**src/rtl/rf_drv_pkg.sv**
```systemverilog
// Shared types and helpers for the register-file command driver.
package rf_drv_pkg;

  localparam int unsigned XLEN_DEF = 64;
  localparam int unsigned AW_DEF   = 5;
  localparam int unsigned SAT_W    = 64;

  typedef enum logic [1:0] {
    OP_NOP      = 2'd0,
    OP_WRITE    = 2'd1,
    OP_READ     = 2'd2,
    OP_WRITE_RB = 2'd3
  } drv_op_e;

  typedef enum logic [2:0] {
    ST_IDLE,
    ST_WR,
    ST_RD,
    ST_RD_WAIT,
    ST_RESP
  } drv_state_e;

  // Increment that sticks at max_val instead of wrapping.
  function automatic logic [SAT_W-1:0] sat_inc(input logic [SAT_W-1:0] val,
                                               input logic [SAT_W-1:0] max_val);
    return (val >= max_val) ? val : val + SAT_W'(1);
  endfunction

endpackage

```
**src/rtl/rf_drv_sat_cnt.sv**
```systemverilog
// Saturating event counter (CNT_W <= 64); holds at all-ones.
module rf_drv_sat_cnt
  import rf_drv_pkg::*;
#(
  parameter int unsigned CNT_W = 16
) (
  input  logic             clk,
  input  logic             rst_n,
  input  logic             inc,
  output logic [CNT_W-1:0] cnt
);

  localparam logic [SAT_W-1:0] MAX_VAL = SAT_W'({CNT_W{1'b1}});

  logic [CNT_W-1:0] cnt_q, cnt_d;

  always_comb begin
    cnt_d = cnt_q;
    if (inc) cnt_d = CNT_W'(sat_inc(SAT_W'(cnt_q), MAX_VAL));
  end

  always_ff @(posedge clk or negedge rst_n) begin
    if (!rst_n) cnt_q <= '0;
    else        cnt_q <= cnt_d;
  end

  assign cnt = cnt_q;

endmodule

```
**src/rtl/rf_cmd_driver.sv**
```systemverilog
// Command initiator for the hot/cold register file: one response per command.
// Optional readback compare on WRITE_RB is enabled by RF_DRV_RB_CHECK_EN.
module rf_cmd_driver
  import rf_drv_pkg::*;
#(
  parameter int unsigned XLEN   = XLEN_DEF,
  parameter int unsigned AW     = AW_DEF,
  parameter int unsigned RD_LAT = 1,
  parameter int unsigned CNT_W  = 16
) (
  input  logic             clk,
  input  logic             rst_n,
  input  logic             cmd_valid,
  output logic             cmd_ready,
  input  logic [1:0]       cmd_op,
  input  logic [AW-1:0]    cmd_waddr,
  input  logic [AW-1:0]    cmd_raddr_1,
  input  logic [AW-1:0]    cmd_raddr_2,
  input  logic [XLEN-1:0]  cmd_wdata,
  input  logic             cmd_cold,
  input  logic             cmd_is16,
  output logic             rsp_valid,
  input  logic             rsp_ready,
  output logic [XLEN-1:0]  rsp_rdata_1,
  output logic [XLEN-1:0]  rsp_rdata_2,
  output logic             rsp_err,
  output logic             rsp_mismatch,
  output logic [AW-1:0]    rf_raddr_1,
  output logic [AW-1:0]    rf_raddr_2,
  output logic [AW-1:0]    rf_waddr,
  output logic [XLEN-1:0]  rf_wdata,
  output logic             rf_regwrite,
  output logic             rf_is16,
  output logic             rf_cold_en,
  input  logic [XLEN-1:0]  rf_rdata_1,
  input  logic [XLEN-1:0]  rf_rdata_2,
  input  logic             rf_cold_en_err,
  output logic [CNT_W-1:0] txn_cnt,
  output logic [CNT_W-1:0] err_cnt
);

  drv_state_e      state_q, state_d;
  drv_op_e         op_q, op_d;
  logic [AW-1:0]   waddr_q, waddr_d, raddr1_q, raddr1_d, raddr2_q, raddr2_d;
  logic [XLEN-1:0] wdata_q, wdata_d;
  logic            cold_q, cold_d, is16_q, is16_d;
  logic            cmd_ready_q, cmd_ready_d, rsp_valid_q, rsp_valid_d;
  logic [XLEN-1:0] rdata1_q, rdata1_d, rdata2_q, rdata2_d;
  logic            err_q, err_d;
  logic [AW-1:0]   rf_raddr_1_q, rf_raddr_1_d, rf_raddr_2_q, rf_raddr_2_d;
  logic [AW-1:0]   rf_waddr_q, rf_waddr_d;
  logic [XLEN-1:0] rf_wdata_q, rf_wdata_d;
  logic            rf_regwrite_q, rf_regwrite_d, rf_is16_q, rf_is16_d;
  logic            rf_cold_en_q, rf_cold_en_d;
  logic            accept_c, sample_c, fire_c;

  // Next state, command latch, data/error capture
  always_comb begin
    state_d  = state_q;
    op_d     = op_q;
    waddr_d  = waddr_q;
    raddr1_d = raddr1_q;
    raddr2_d = raddr2_q;
    wdata_d  = wdata_q;
    cold_d   = cold_q;
    is16_d   = is16_q;
    rdata1_d = rdata1_q;
    rdata2_d = rdata2_q;
    err_d    = err_q;
    accept_c = 1'b0;
    sample_c = 1'b0;
    case (state_q)
      ST_IDLE: begin
        if (cmd_valid && cmd_ready_q) begin
          accept_c = 1'b1;
          op_d     = drv_op_e'(cmd_op);
          waddr_d  = cmd_waddr;
          raddr1_d = cmd_raddr_1;
          raddr2_d = cmd_raddr_2;
          wdata_d  = cmd_wdata;
          cold_d   = cmd_cold;
          is16_d   = cmd_is16;
          rdata1_d = '0;
          rdata2_d = '0;
          err_d    = 1'b0;
          case (drv_op_e'(cmd_op))
            OP_WRITE, OP_WRITE_RB: state_d = ST_WR;
            OP_READ:               state_d = ST_RD;
            default:               state_d = ST_RESP;
          endcase
        end
      end
      ST_WR: begin
        err_d   = err_q | rf_cold_en_err;
        state_d = (op_q == OP_WRITE_RB) ? ST_RD : ST_RESP;
      end
      ST_RD: begin
        err_d = err_q | rf_cold_en_err;
        if (RD_LAT == 0) begin
          sample_c = 1'b1;
          state_d  = ST_RESP;
        end else begin
          state_d  = ST_RD_WAIT;
        end
      end
      ST_RD_WAIT: begin
        err_d    = err_q | rf_cold_en_err;
        sample_c = 1'b1;
        state_d  = ST_RESP;
      end
      ST_RESP: begin
        if (rsp_ready) state_d = ST_IDLE;
      end
      default: state_d = ST_IDLE;
    endcase
    if (sample_c) begin
      rdata1_d = rf_rdata_1;
      rdata2_d = rf_rdata_2;
    end
  end

  // Register-file drive and handshake outputs, registered against the next state
  always_comb begin
    rf_regwrite_d = 1'b0;
    rf_waddr_d    = '0;
    rf_wdata_d    = '0;
    rf_raddr_1_d  = '0;
    rf_raddr_2_d  = '0;
    rf_is16_d     = 1'b0;
    rf_cold_en_d  = 1'b0;
    case (state_d)
      ST_WR: begin
        rf_regwrite_d = 1'b1;
        rf_waddr_d    = waddr_d;
        rf_wdata_d    = wdata_d;
        rf_is16_d     = is16_d;
        rf_cold_en_d  = cold_d;
      end
      ST_RD, ST_RD_WAIT: begin
        rf_raddr_1_d = (op_d == OP_WRITE_RB) ? waddr_d : raddr1_d;
        rf_raddr_2_d = (op_d == OP_WRITE_RB) ? waddr_d : raddr2_d;
        rf_is16_d    = is16_d;
        rf_cold_en_d = cold_d;
      end
      default: ;
    endcase
    cmd_ready_d = (state_d == ST_IDLE);
    rsp_valid_d = (state_d == ST_RESP);
  end

  always_ff @(posedge clk or negedge rst_n) begin
    if (!rst_n) begin
      state_q       <= ST_IDLE;
      op_q          <= OP_NOP;
      waddr_q       <= '0;
      raddr1_q      <= '0;
      raddr2_q      <= '0;
      wdata_q       <= '0;
      cold_q        <= 1'b0;
      is16_q        <= 1'b0;
      cmd_ready_q   <= 1'b0;
      rsp_valid_q   <= 1'b0;
      rdata1_q      <= '0;
      rdata2_q      <= '0;
      err_q         <= 1'b0;
      rf_raddr_1_q  <= '0;
      rf_raddr_2_q  <= '0;
      rf_waddr_q    <= '0;
      rf_wdata_q    <= '0;
      rf_regwrite_q <= 1'b0;
      rf_is16_q     <= 1'b0;
      rf_cold_en_q  <= 1'b0;
    end else begin
      state_q       <= state_d;
      op_q          <= op_d;
      waddr_q       <= waddr_d;
      raddr1_q      <= raddr1_d;
      raddr2_q      <= raddr2_d;
      wdata_q       <= wdata_d;
      cold_q        <= cold_d;
      is16_q        <= is16_d;
      cmd_ready_q   <= cmd_ready_d;
      rsp_valid_q   <= rsp_valid_d;
      rdata1_q      <= rdata1_d;
      rdata2_q      <= rdata2_d;
      err_q         <= err_d;
      rf_raddr_1_q  <= rf_raddr_1_d;
      rf_raddr_2_q  <= rf_raddr_2_d;
      rf_waddr_q    <= rf_waddr_d;
      rf_wdata_q    <= rf_wdata_d;
      rf_regwrite_q <= rf_regwrite_d;
      rf_is16_q     <= rf_is16_d;
      rf_cold_en_q  <= rf_cold_en_d;
    end
  end

`ifdef RF_DRV_RB_CHECK_EN
  // Readback compare; a blocked or x0 write is expected to read back as zero
  logic            mismatch_q, mismatch_d;
  logic [XLEN-1:0] rb_exp_c;

  always_comb begin
    mismatch_d = mismatch_q;
    rb_exp_c   = (waddr_q == '0 || err_d) ? '0 : wdata_q;
    if (accept_c)      mismatch_d = 1'b0;
    else if (sample_c) mismatch_d = (op_q == OP_WRITE_RB) && (rf_rdata_1 != rb_exp_c);
  end

  always_ff @(posedge clk or negedge rst_n) begin
    if (!rst_n) mismatch_q <= 1'b0;
    else        mismatch_q <= mismatch_d;
  end

  assign rsp_mismatch = mismatch_q;
`else
  assign rsp_mismatch = 1'b0;
`endif

  assign fire_c = rsp_valid_q && rsp_ready;

  rf_drv_sat_cnt #(.CNT_W(CNT_W)) u_txn_cnt (
    .clk   (clk),
    .rst_n (rst_n),
    .inc   (fire_c),
    .cnt   (txn_cnt)
  );

  rf_drv_sat_cnt #(.CNT_W(CNT_W)) u_err_cnt (
    .clk   (clk),
    .rst_n (rst_n),
    .inc   (fire_c && err_q),
    .cnt   (err_cnt)
  );

  assign cmd_ready   = cmd_ready_q;
  assign rsp_valid   = rsp_valid_q;
  assign rsp_rdata_1 = rdata1_q;
  assign rsp_rdata_2 = rdata2_q;
  assign rsp_err     = err_q;
  assign rf_raddr_1  = rf_raddr_1_q;
  assign rf_raddr_2  = rf_raddr_2_q;
  assign rf_waddr    = rf_waddr_q;
  assign rf_wdata    = rf_wdata_q;
  assign rf_regwrite = rf_regwrite_q;
  assign rf_is16     = rf_is16_q;
  assign rf_cold_en  = rf_cold_en_q;

endmodule

```
**config.mk**
```make
export PLATFORM = sky130hd
export DESIGN_NAME = rf_cmd_driver
export DESIGN_NICKNAME = d
export VERILOG_FILES = /design/src/rtl/rf_drv_pkg.sv /design/src/rtl/rf_drv_sat_cnt.sv /design/src/rtl/rf_cmd_driver.sv
export SDC_FILE = /design/constraint.sdc
export NUM_CORES = 1
export LEC_CHECK = 0
export BUFFER_PORTS_ARGS = -buffer_cell sky130_fd_sc_hd__buf_4
export CAP_MARGIN = 25
export CORE_AREA = 10 10 170 172
export DETAILED_ROUTE_END_ITERATION = 12
export DIE_AREA = 0 0 180 182
export GPL_ROUTABILITY_DRIVEN = 0
export HOLD_SLACK_MARGIN = 0.03
export PLACE_DENSITY = 0.72
export SLEW_MARGIN = 20
export SYNTH_ARGS = -nofsm -noshare
export SYNTH_HDL_FRONTEND = slang
export SYNTH_HIERARCHICAL = 1
export SYNTH_SLANG_ARGS = --single-unit
export TNS_END_PERCENT = 10
```
**constraint.sdc**
```tcl
create_clock -name clk -period 5.1 [get_ports clk]
set_clock_uncertainty 0.1 [all_clocks]
set_input_delay 1.02 -clock clk [delete_from_list [all_inputs] [get_ports clk]]
set_output_delay 1.02 -clock clk [all_outputs]
set_load 0.03 [all_outputs]
```
==> impl_metrics.yaml <==
status:
  outcome: "complete, no violations"
floorplanning:
  die_y_um: 182
  floorplan.initialDensity: 0.411
  die_area_um2: 32800
  die_x_um: 180
  row_count: 59
  fp.coreArea_um2: 25600
  top_level_ports: 462
setup_path:
  r2r_start: "state_q[0]"
  max_fo_critical_path: 62
  critPathRequiredTime_ps: 5380
  critical_path.n_buffers_inverters: 1
  worst_path_max_delay_cell: "sky130_fd_sc_hd__nor2_4"
  critical_path.top_delay_family: "simple AND/OR/NAND/NOR gates"
  timing.critical_path.cells: "nand4bb_4 > nor2_4 > buf_4 > o21ai_0"
  crit_type: "register to register"
  startpoint: "state_q[0]"
  worstPathArrival_ps: 2930
  critPathLaunchType: "register"
  setup.worst_path.end_class: "register"
  critical-path-max-stage-delay_ps: 750
logic_synthesis:
  synth_cells: 1005
  mean_instance_size_in_the_synthesized_netlist_um2: 10.5
  synth_nets: 1223
  ys_seq_area_frac: 0.635
  synth-edff-count: 0
  ys.warnings.count: 6
  synthDistinctLibCells: 52
  synthFlopType: "sky130_fd_sc_hd__dfrtp_1"
  synth-async-reset-ratio: 1.00
  synth.ff_latch_count: 267
  syn-cell-area_um2: 10500
clock_network:
  cts.root.buffer_cell: "sky130_fd_sc_hd__clkbuf_16"
  numCtsBuffers: 28
  clk-insertion-delay-late_ps: 530
  cts_tree: "built"
  clk_path_buf_depth: 3
  cts_htree_levels: 1
  clkTransAtPathRegs_ps: 60
  postCtsSetupBuffers: 0
  cts_num_sinks: 267
  holdBufCountCts: 0
  post_cts_resized: 0
grt:
  grt_overflow: 0
  via_count_of_the_first_global_routing_pass: 9013
  global_route_wire_length_before_repair_um: 52700
  antenna_found_initial: 0
  grtUsageTotal: 0.199
  grt_max_degree: 112
detailed_routing:
  per_cell_routed_wire_length_um: 19.3
  wl_um: 34500
  ant_nets: 0
  detail_route.first_pass.iterations: 4
  routed-via-count: 8799
  avgViaCountPerCell: 4.92
  detailedRoute.firstIterationViolations: 587
  route.detailed.drc: 0
timing:
  fmax_mhz: 378
  setup_tns_ps: 0
  finalCriticalPeriod_ps: 2650
  smallest_hold_slack_ps: 370
  final_hold_viol_count: 0
  setup_violations: 0
  timing.max_slew.rel_slack: 0.370
  slew_viol_final: 0
  rsz0062_at_grt: "false"
  worstMarginPinSlew_ps: 943
  fin_crit_sh: 0.519
pwr:
  vdd_drop_max_uv: 280
  design_power_total_uw: 7770
  leakage_uw: 0.00793
  power.density_nw_per_um2: 516
placement:
  count_of_input_and_output_buffers: 460
  place_area_um2: 14100
  detailedPlacementHpwl_um: 25300
layout:
  nNetsFinal: 1651
  areaGrowthSynthToFinish_pct: 43.2
  layout-drive-gt1-share: 0.370
  diodes_inserted: 0
  final_cell_area_um2: 15100
min_path:
  worstHoldStart: "raddr2_q[4]"
  hp-class: "register to register"
flow_run:
  maxCapViolCount: 0
-- cell type report --
cell class                      count  area, um^2
Fill cell                        2206       10600
Sequential cell                   267        6680
Timing Repair Buffer              469        3580
Multi-Input combinational cell    661        3430
Clock buffer                       36         772
Tap cell                          335         419
Clock inverter                     14         163
Inverter                            6        22.5
-- path summary, 6_finish.rpt --
path | slack, ps | to | depth (start not counted)
max | 2450 | rsp_rdata_2[23] | 4
min | 370 | raddr2_q[4] | 2
max reg2reg | 2450 | rsp_rdata_2[23] | 4
min reg2reg | 370 | raddr2_q[4] | 2
max in group asynchronous | 3390 | rsp_rdata_2[41] | 2
min in group asynchronous | 400 | rsp_rdata_2[21] | 1
-- kinds of logic after synthesis --
| group | share of synthesized area |
|---|---|
| mux | 0.00928 |
| flops | 0.635 |
| other cells | 0.000357 |
| compound gates | 0.0923 |
| xor+xnor | 0.0150 |
| simple gates | 0.206 |
| fa+ha+maj | 0.00238 |
| buf+inv | 0.0391 |
-- layer usage --
| metal | track usage | up-vias | part of all wire |
|---|---|---|---|
| met5 | 0 | - | 0 |
| met4 | 0.0579 | 0 | 0.023 |
| met3 | 0.0807 | 44 | 0.10 |
| met2 | 0.339 | 343 | 0.50 |
| met1 | 0.224 | 4201 | 0.38 |
| li1 | - | 4211 | - |
-- cell usage in the layout, fill, tap and decap left out, drive strengths merged, types with 6 or more instances in the layout --
master  synthesis  layout
buf            32     469
nand2         319     319
dfrtp         267     267
o21ai         133     133
and3           78      78
clkbuf         39      36
a31oi          12      12
xnor2          10      10
nor2            9       9
nand3           8       8
xor2            8       8
a21oi           8       8
nand4           8       8
nor3            7       7
inv             6       7
mux2            7       7
or4             7       7
o311ai          7       7
clkinv          0       6
-- registers in the layout, indices dropped and copies added (netlist names), 5 cells and up --
signal and cells:
waddr_q 5, rsp_rdata_1 64, raddr1_q 5, raddr2_q 5
rf_raddr_1 5, u_err_cnt/cnt 16, rf_waddr 5, rsp_rdata_2 64
u_txn_cnt/cnt 16, rf_raddr_2 5, rf_wdata 64
-- report_power, final --
part           total, uW  internal, uW  switching, uW
clock               2060          1220            843
combinational       2820           992           1830
sequential          2890          2610            281
total               7770          4820           2950
-- stage by stage --
step / setup slack (ps) / instances / util
floorplan: 2840 / 1005 / -
global placement: 1950 / 1737 / 0.551
detailed placement: 1940 / 1737 / 0.551
CTS: 2390 / 1787 / 0.587
global route: 2230 / 1788 / 0.588
finish: 2450 / 1788 / 0.588
-- worst register-to-register path: stages, from the launching register on --
cell and delay (ps):
sky130_fd_sc_hd__dfrtp_1 480, sky130_fd_sc_hd__nand4bb_4 300, sky130_fd_sc_hd__nor2_4 750, sky130_fd_sc_hd__buf_4 610, sky130_fd_sc_hd__o21ai_0 250
-- Yosys cell counts (3+ instances only) --
library cell               count  area [um^2]
sky130_fd_sc_hd__a21oi_1       8         40.0
sky130_fd_sc_hd__a31oi_1      12         75.1
sky130_fd_sc_hd__and2_1        4         25.0
sky130_fd_sc_hd__and3_1       78          488
sky130_fd_sc_hd__and4_1        4         35.0
sky130_fd_sc_hd__buf_2        20          100
sky130_fd_sc_hd__buf_4         3         22.5
sky130_fd_sc_hd__buf_6         7         78.8
sky130_fd_sc_hd__clkbuf_1     30          113
sky130_fd_sc_hd__clkbuf_2      9         45.0
sky130_fd_sc_hd__dfrtp_1     267         6680
sky130_fd_sc_hd__inv_1         6         22.5
sky130_fd_sc_hd__mux2_4        5         75.1
sky130_fd_sc_hd__nand2_1     315         1180
sky130_fd_sc_hd__nand3_1       8         40.0
sky130_fd_sc_hd__nand3b_1      4         30.0
sky130_fd_sc_hd__nand4_1       4         25.0
sky130_fd_sc_hd__nand4_2       4         50.1
sky130_fd_sc_hd__nor2_1        8         30.0
sky130_fd_sc_hd__nor3_1        6         30.0
sky130_fd_sc_hd__o21ai_0     110          551
sky130_fd_sc_hd__o21ai_1      23          115
sky130_fd_sc_hd__o311ai_1      5         43.8
sky130_fd_sc_hd__o31ai_1       4         30.0
sky130_fd_sc_hd__or4_1         5         37.5
sky130_fd_sc_hd__xnor2_1      10         87.6
sky130_fd_sc_hd__xor2_1        8         70.1
No activity file was read; power rests on OpenSTA's default activity.
